`config.mk`:
```
export PLATFORM = sky130hd
export DESIGN_NAME = ton_msg_sequencer
export DESIGN_NICKNAME = d
export VERILOG_FILES = /design/src/rtl/ton_msg_sequencer.sv
export SDC_FILE = /design/constraint.sdc
export NUM_CORES = 2
export LEC_CHECK = 0
export CAP_MARGIN = 20
export CORE_AREA = 2 2 686 688
export DETAILED_ROUTE_END_ITERATION = 16
export DIE_AREA = 0 0 688 690
export PLACE_DENSITY_LB_ADDON = 0.3
export SLEW_MARGIN = 0
export SYNTH_ARGS = -nofsm -noshare
export SYNTH_HDL_FRONTEND = slang
export SYNTH_SLANG_ARGS = --single-unit
```
`constraint.sdc`:
```
create_clock -name i_clk -period 5.7 [get_ports i_clk]
set_input_delay 0.57 -clock i_clk [delete_from_list [all_inputs] [get_ports i_clk]]
set_output_delay 0.57 -clock i_clk [all_outputs]
set_load 0.01 [all_outputs]
```
`src/rtl/ton_msg_sequencer.sv`:
```
// ton_msg_sequencer: latches one PoW job and streams 123-byte candidate messages.
// Optional TON_NONCE_OUT_EN adds o_nonce, the per-job message index.
module ton_msg_sequencer #(
  parameter int N_CH = 4,
  parameter int CNT_W = 32,
  parameter logic [CNT_W-1:0] STRIDE = CNT_W'(1),
  localparam int CH_W = (N_CH > 1) ? $clog2(N_CH) : 1
) (
  input  logic             i_clk,
  input  logic             i_rst_n,
  input  logic             i_job_valid,
  output logic             o_job_ready,
  input  logic [7:0]       i_d1,
  input  logic [7:0]       i_d2,
  input  logic [31:0]      i_op,
  input  logic [7:0]       i_flags,
  input  logic [31:0]      i_expire,
  input  logic [255:0]     i_myaddr,
  input  logic [255:0]     i_rdata,
  input  logic [127:0]     i_pseed,
  input  logic [CNT_W-1:0] i_count,
  input  logic             i_abort,
  output logic             o_valid,
  input  logic             i_ready,
  output logic [983:0]     o_data,
  output logic [CH_W-1:0]  o_chan,
  output logic             o_last,
  output logic             o_busy,
`ifdef TON_NONCE_OUT_EN
  output logic [CNT_W-1:0] o_nonce,
`endif
  output logic             o_done
);

  typedef enum logic [1:0] {
    IDLE = 2'd0,
    RUN  = 2'd1,
    DONE = 2'd2
  } state_t;

  localparam logic [255:0] STEP = 256'(STRIDE);
  localparam logic [CH_W-1:0] CH_MAX = CH_W'(N_CH - 1);
  localparam logic [CNT_W-1:0] ONE = CNT_W'(1);
  localparam logic [CNT_W-1:0] TWO = CNT_W'(2);

  state_t           state;
  logic [7:0]       d1;
  logic [7:0]       d2;
  logic [31:0]      op;
  logic [7:0]       flags;
  logic [31:0]      expire;
  logic [255:0]     myaddr;
  logic [127:0]     pseed;
  logic [255:0]     cur_rdata;
  logic [CNT_W-1:0] remaining;
  logic             hs;
  logic             accept;
  logic             final_beat;

  assign hs = o_valid & i_ready;
  assign accept = o_job_ready & i_job_valid;
  assign final_beat = hs && (remaining == ONE);

  // Message image: cur_rdata appears twice, at bytes 43..74 and 91..122.
  assign o_data = {d1, d2, op, flags, expire, myaddr,
                   cur_rdata, pseed, cur_rdata};

  // Job field latch, taken only on job accept.
  always_ff @(posedge i_clk or negedge i_rst_n) begin
    if (!i_rst_n) begin
      d1     <= '0;
      d2     <= '0;
      op     <= '0;
      flags  <= '0;
      expire <= '0;
      myaddr <= '0;
      pseed  <= '0;
    end else if (state == IDLE && accept) begin
      d1     <= i_d1;
      d2     <= i_d2;
      op     <= i_op;
      flags  <= i_flags;
      expire <= i_expire;
      myaddr <= i_myaddr;
      pseed  <= i_pseed;
    end
  end

  // Running rdata, remaining count and channel; advance once per handshake.
  always_ff @(posedge i_clk or negedge i_rst_n) begin
    if (!i_rst_n) begin
      cur_rdata <= '0;
      remaining <= '0;
      o_chan    <= '0;
    end else if (state == IDLE && accept) begin
      cur_rdata <= i_rdata;
      remaining <= i_count;
      o_chan    <= '0;
    end else if (state == RUN && hs) begin
      cur_rdata <= cur_rdata + STEP;
      remaining <= remaining - ONE;
      o_chan    <= (o_chan == CH_MAX) ? '0 : o_chan + CH_W'(1);
    end
  end

`ifdef TON_NONCE_OUT_EN
  // Zero-based message index within the job.
  always_ff @(posedge i_clk or negedge i_rst_n) begin
    if (!i_rst_n) begin
      o_nonce <= '0;
    end else if (state == IDLE && accept) begin
      o_nonce <= '0;
    end else if (state == RUN && hs) begin
      o_nonce <= o_nonce + ONE;
    end
  end
`endif

  // Control FSM; every handshake/status output is registered from next state.
  always_ff @(posedge i_clk or negedge i_rst_n) begin
    if (!i_rst_n) begin
      state       <= IDLE;
      o_job_ready <= 1'b0;
      o_valid     <= 1'b0;
      o_last      <= 1'b0;
      o_done      <= 1'b0;
      o_busy      <= 1'b0;
    end else begin
      o_done <= 1'b0;
      unique case (state)
        IDLE: begin
          o_job_ready <= 1'b1;
          if (accept) begin
            o_job_ready <= 1'b0;
            o_busy      <= 1'b1;
            if (i_count != '0) begin
              state   <= RUN;
              o_valid <= 1'b1;
              o_last  <= (i_count == ONE);
            end else begin
              state  <= DONE;
              o_done <= 1'b1;
            end
          end
        end
        RUN: begin
          if (i_abort || final_beat) begin
            state   <= DONE;
            o_valid <= 1'b0;
            o_last  <= 1'b0;
            o_done  <= 1'b1;
          end else if (hs) begin
            o_last <= (remaining == TWO);
          end
        end
        DONE: begin
          state       <= IDLE;
          o_busy      <= 1'b0;
          o_job_ready <= 1'b1;
        end
        default: begin
          state       <= IDLE;
          o_valid     <= 1'b0;
          o_last      <= 1'b0;
          o_busy      <= 1'b0;
          o_job_ready <= 1'b0;
        end
      endcase
    end
  end

endmodule
```
# == Yosys cells after proc, flatten, opt, wreduce, memory -nomap -nowiden ==
# Cells that the tools add are included.
# op_classes
n_addsub,3
eq_ne,10
mux,28
bitwise,4
n_reduce_logical,11
# ops
cell,n
$mux W256,2
$add A256 B1 Y256 const B,1
$eq A32 B1 Y1 const B,2
$mux W32,2
$eq A32 B2 Y1 const B,1
$reduce_bool A32 Y1,1
$sub A32 B1 Y32 const B,1
$mux W1,12
$mux W2,6
$pmux W1 S3,3
$reduce_and A4 Y1,2
$eq A2 B2 Y1 const B,2
$ne A2 B1 Y1 const B,2
$pmux W1 S2,2
$pmux W2 S2,1
$reduce_and A2 Y1,2
$logic_and A1 B1 Y1,3
$ne A3 B2 Y1 const B,1
$add A2 B1 Y2 const B,1
$and A1 B1 Y1,2
$eq A2 B1 Y1 const B,1
$logic_not A2 Y1,1
$ne A2 B2 Y1 const B,1
$not A1 Y1,2
2 further kinds,2
# totals
register_bits,769
input_bits,765
out_inout_bits,991
elab_cells,72

# == Depth between registers and ports, before layout ==
# depth
depth_word,5
ltp_mapped,10
depth_no_buf,8

# == Worst setup path before layout ==
# Ideal clock, no wire load.
# synth_timing
path_type,reg-to-reg
startpoint,register cur_rdata[0]
endpoint,register cur_rdata[158]
setup_time_ns,0.077
arrival_time_ns,2.713
required_ns,5.623
setup_slack_ns,2.909
stages_incl_launch_ff,11
n_path_buf,2
period_less_slack_ns,2.791
path_cell_list,dfrtp_1 > ha_1 > nand2_1 > or4_1 > clkbuf_2 > or4_1 > buf_4 > nor4_4 > nand4_1 > xor2_1 > a21oi_1
# synth_via
elab_chain_len,3
# synth_lines
item,line,text
"start, declared",54,logic [255:0] cur_rdata;
"start signal, assigned",96,cur_rdata <= i_rdata;
"start signal, assigned",100,cur_rdata <= cur_rdata + STEP;
$add A256 B1 Y256,100,
$mux W256,99,end else if (state == RUN && hs) begin
$mux W256,95,end else if (state == IDLE && accept) begin
# No other way between the ends. The select of a mux whose other input is x is not followed.
# A chain may end at the register's enable or synchronous reset.

# == Worst setup path in the final report ==
# layout_timing
startpoint,register cur_rdata[138]
endpoint,register cur_rdata[244]
# The elaborated chain is that of the path after synthesis.

==> metrics.txt <==
CP required=6.45 ns; CP Data Arrival Time=slightly below 5 ns; Clock Power Share=19.6%; metal2 WL=205000 µm; Syn Std Cell Area=about 0.04 mm²; first-pass GRT wire length=511000 µm; fraction of registers with async set/reset=100%; setup slack, reg-to-reg=1.56 ns; Worst-Skew Late Latency=0.90 ns; CTS sink count=769; crit path max fanout=7; Slew HR=13.3%; fmax=~0.24 GHz; largest net degree at the start of global routing=between 150 and 200; Final Hold Slack=about 0.18 ns; Synth top area share=49.4%; DIE AREA=about 0.47 mm²; synthesized flop and latch total=769; internal power=20600 µW; remaining antenna violation count=0; gr usage total=16.8%; post-route DRC violation count=0; Critical R2R Launch=cur_rdata[138]; Final Wtd Congestion=0.931; Clock Path Buffers=4; Top Ports=approximately 1800; worst slew pin tran=1.29 ns; Fill cells=53400; Final Hold Vio Count=0; vias per std cell=between 3 and 4; total CTS buffers=roughly 110; terminus of the critical flop-to-flop path=cur_rdata[244]; die height=690 µm; Crit Path Class=reg -> reg; area delta synth->final=70.8%; Site Rows=251; Worst Hold Class=in -> reg; Setup violations, final=0; dominant cell type by area after synthesis=dfrtp_1; initial antenna violation count=241; Synth Warn #=0; Max-Cap Viols=0; metal3 WL=43100 µm; status=finished clean; Gate power share=49.7%; vias in the first global route=41100; worst hold endpoint=myaddr[149]; detailed placement HPWL=355000 µm; core area=about 0.47 mm²; Max IR drop VDD=0.345 mV; Hold Startpoint=i_myaddr[149]; total leakage power=0.0254 µW; Synth Flop Type=dfrtp_1; fin crit share=72.6%; Worst R2R Path Depth=9; share of cells above drive strength 1=5.55%; drt total wl=413000 µm; Reg power frac=30.7%; synth unique cells=65; uppermost layer routed=met5; DR vias=42600; Post-Synthesis Cells=4669; Sw Share=48.1%; dpl cells=12200; fin. max-slew vios=0; unrepaired setup endpoints after global routing=false; CTS tree=yes; total power=39600 µW; number of port buffers=1755; Util after Layout=14.3%; clock skew=0.0834 ns; P_sw=19100 µW; post-synthesis sequential area ratio=49.4%; Post-synth EDFFs=0; drt wl/cell=33.1 µm; starting DRC count in detailed routing=between 4000 and 5000; Initial Util=8.35%; Resized cells post-CTS=0; Syn Nets=roughly 5400; CTS H-Tree Depth=3; CTS Root Cell=clkbuf_16; Cell Count, Final, Fillers Out=12500; grt total ovfl=0; setup TNS=0 ns; die width=688 µm; Synth area leaders=dfrtp_1 (49%), nand2_1 (17%), buf_4 (5.0%); detailed-router iteration count before antenna repair=6; Crit. End Element=flip-flop; PwrDens=595 mW/mm²; CP startpoint kind=flip-flop; Routed met1 length=148000 µm; Clock transition at path regs=0.06 ns; hold depth=3; Layout Nets=approximately 6900; Post-Syn Area per Cell=8.35 µm²; final critical-path required period=4.14 ns
[what timing repair did]
action / 4_1_cts / 5_1_grt
hold buffers: 1 / 0
hold endpoints to repair: 30 / 0
buffers inserted: 0 / 0
[through the flow]
stage	setup slack (ns)	area [µm²]
after floorplan	2.91	39000
after global placement	0.00207	62500
after detailed placement	0.622	62500
after CTS	1.32	66400
after global routing	1.38	66500
final	1.56	66600
[layer usage]
layer	track usage [%]	vias up
met4	5.34	150
met5	0	-
met2	29.5	2102
met1	17.9	21200
met3	7.25	620
li1	-	18500
[cells in the final DEF (no fill, tap or decap), types with 7 or more instances in the layout]
cell type and instances:
clkdlybuf4s50_1 1750, nand2_1 1743, dfrtp_1 769, nor2_1 209, o21ai_0 179, nor3_1 163, nand4_1 162, nand3_1 158
xnor2_1 150, nor4_1 118, clkbuf_16 113, buf_4 80, xor2_1 73, a21oi_1 61, and3_1 58, diode_2 49
and4_1 43, a211oi_1 34, or3_1 33, inv_1 31, or4_1 28, clkbuf_8 27, and2_1 25, clkinv_2 17
o21ai_1 16, buf_12 16, bufinv_16 12, clkinvlp_4 12, nor4_4 11, or2_2 10, a311oi_1 10, clkbuf_1 8
nand3b_1 7, a31oi_1 7
[critical path, cell delays in order, from the launching register on]
cell	delay, ns
dfrtp_1	0.76
nand4_1	0.37
nor4_2	0.33
buf_4	0.20
nor4b_1	0.88
buf_4	0.27
nand3_1	0.29
nor4_2	0.51
a21boi_0	0.15
o31a_1	0.29
[cell usage after synthesis (all sizes together) (43+ instances only)]
master / instances
nand4: 168
clkbuf: 194
and3: 59
xor2: 73
nand3: 160
a21oi: 61
and4: 43
dfrtp: 769
nor3: 170
buf: 275
xnor2: 150
nand2: 1743
o21ai: 195
nor4: 135
nor2: 210
[cell type report]
class	instances	area, µm²	area share [%]
sequential	769	19200	28.9
timing repair buffer	1849	18500	27.7
multi-input combinational	3400	16900	25.5
tap	6198	7750	11.6
clock buffer	148	3230	4.85
clock inverter	54	687	1.03
antenna	49	123	0.184
inverter	31	116	0.175
[registers in the layout, summed over array words and instances, names as in the netlist]
signal,count
flags,8
expire,32
cur_rdata,256
remaining,32
o_chan,2
myaddr,256
d1,8
o_done,1
op,32
o_last,1
o_busy,1
state,2
o_job_ready,1
d2,8
pseed,128
o_valid,1
[logic make-up (layout without fill, tap and decap cells)]
logic type	count (synthesis)	after routing	synth area share (%)
flops	769	769	49.4
buf+inv	500	2082	7.35
xor+xnor	223	223	5.01
compound gates	336	336	4.88
mux	3	3	0.0835
simple gates	2833	2833	33.1
fa+ha+maj	5	5	0.160
other cells	0	49	0
[how the worst max path moves through the flow]
stage	startpoint	endpoint	slack (ns)
global placement	i_ready	cur_rdata[220]	0.002
global route	cur_rdata[9]	cur_rdata[249]	1.38
floorplan	cur_rdata[0]	cur_rdata[158]	2.91
finish	cur_rdata[138]	cur_rdata[244]	1.56
detailed placement	i_ready	cur_rdata[220]	0.62
CTS	state[1]	cur_rdata[220]	1.32
[power by group through the flow]
stage | logic (µW) | clock network (µW) | registers [µW]
6_report | 19700 | 7780 | 12200
3_5_place_dp | 20400 | 0 | 12200
4_1_cts | 20500 | 8100 | 12200
5_1_grt | 21100 | 8240 | 12500
2_1_floorplan | 6230 | 0 | 11400
3_3_place_gp | 20600 | 0 | 12200
(Power assumes the default switching activity.)
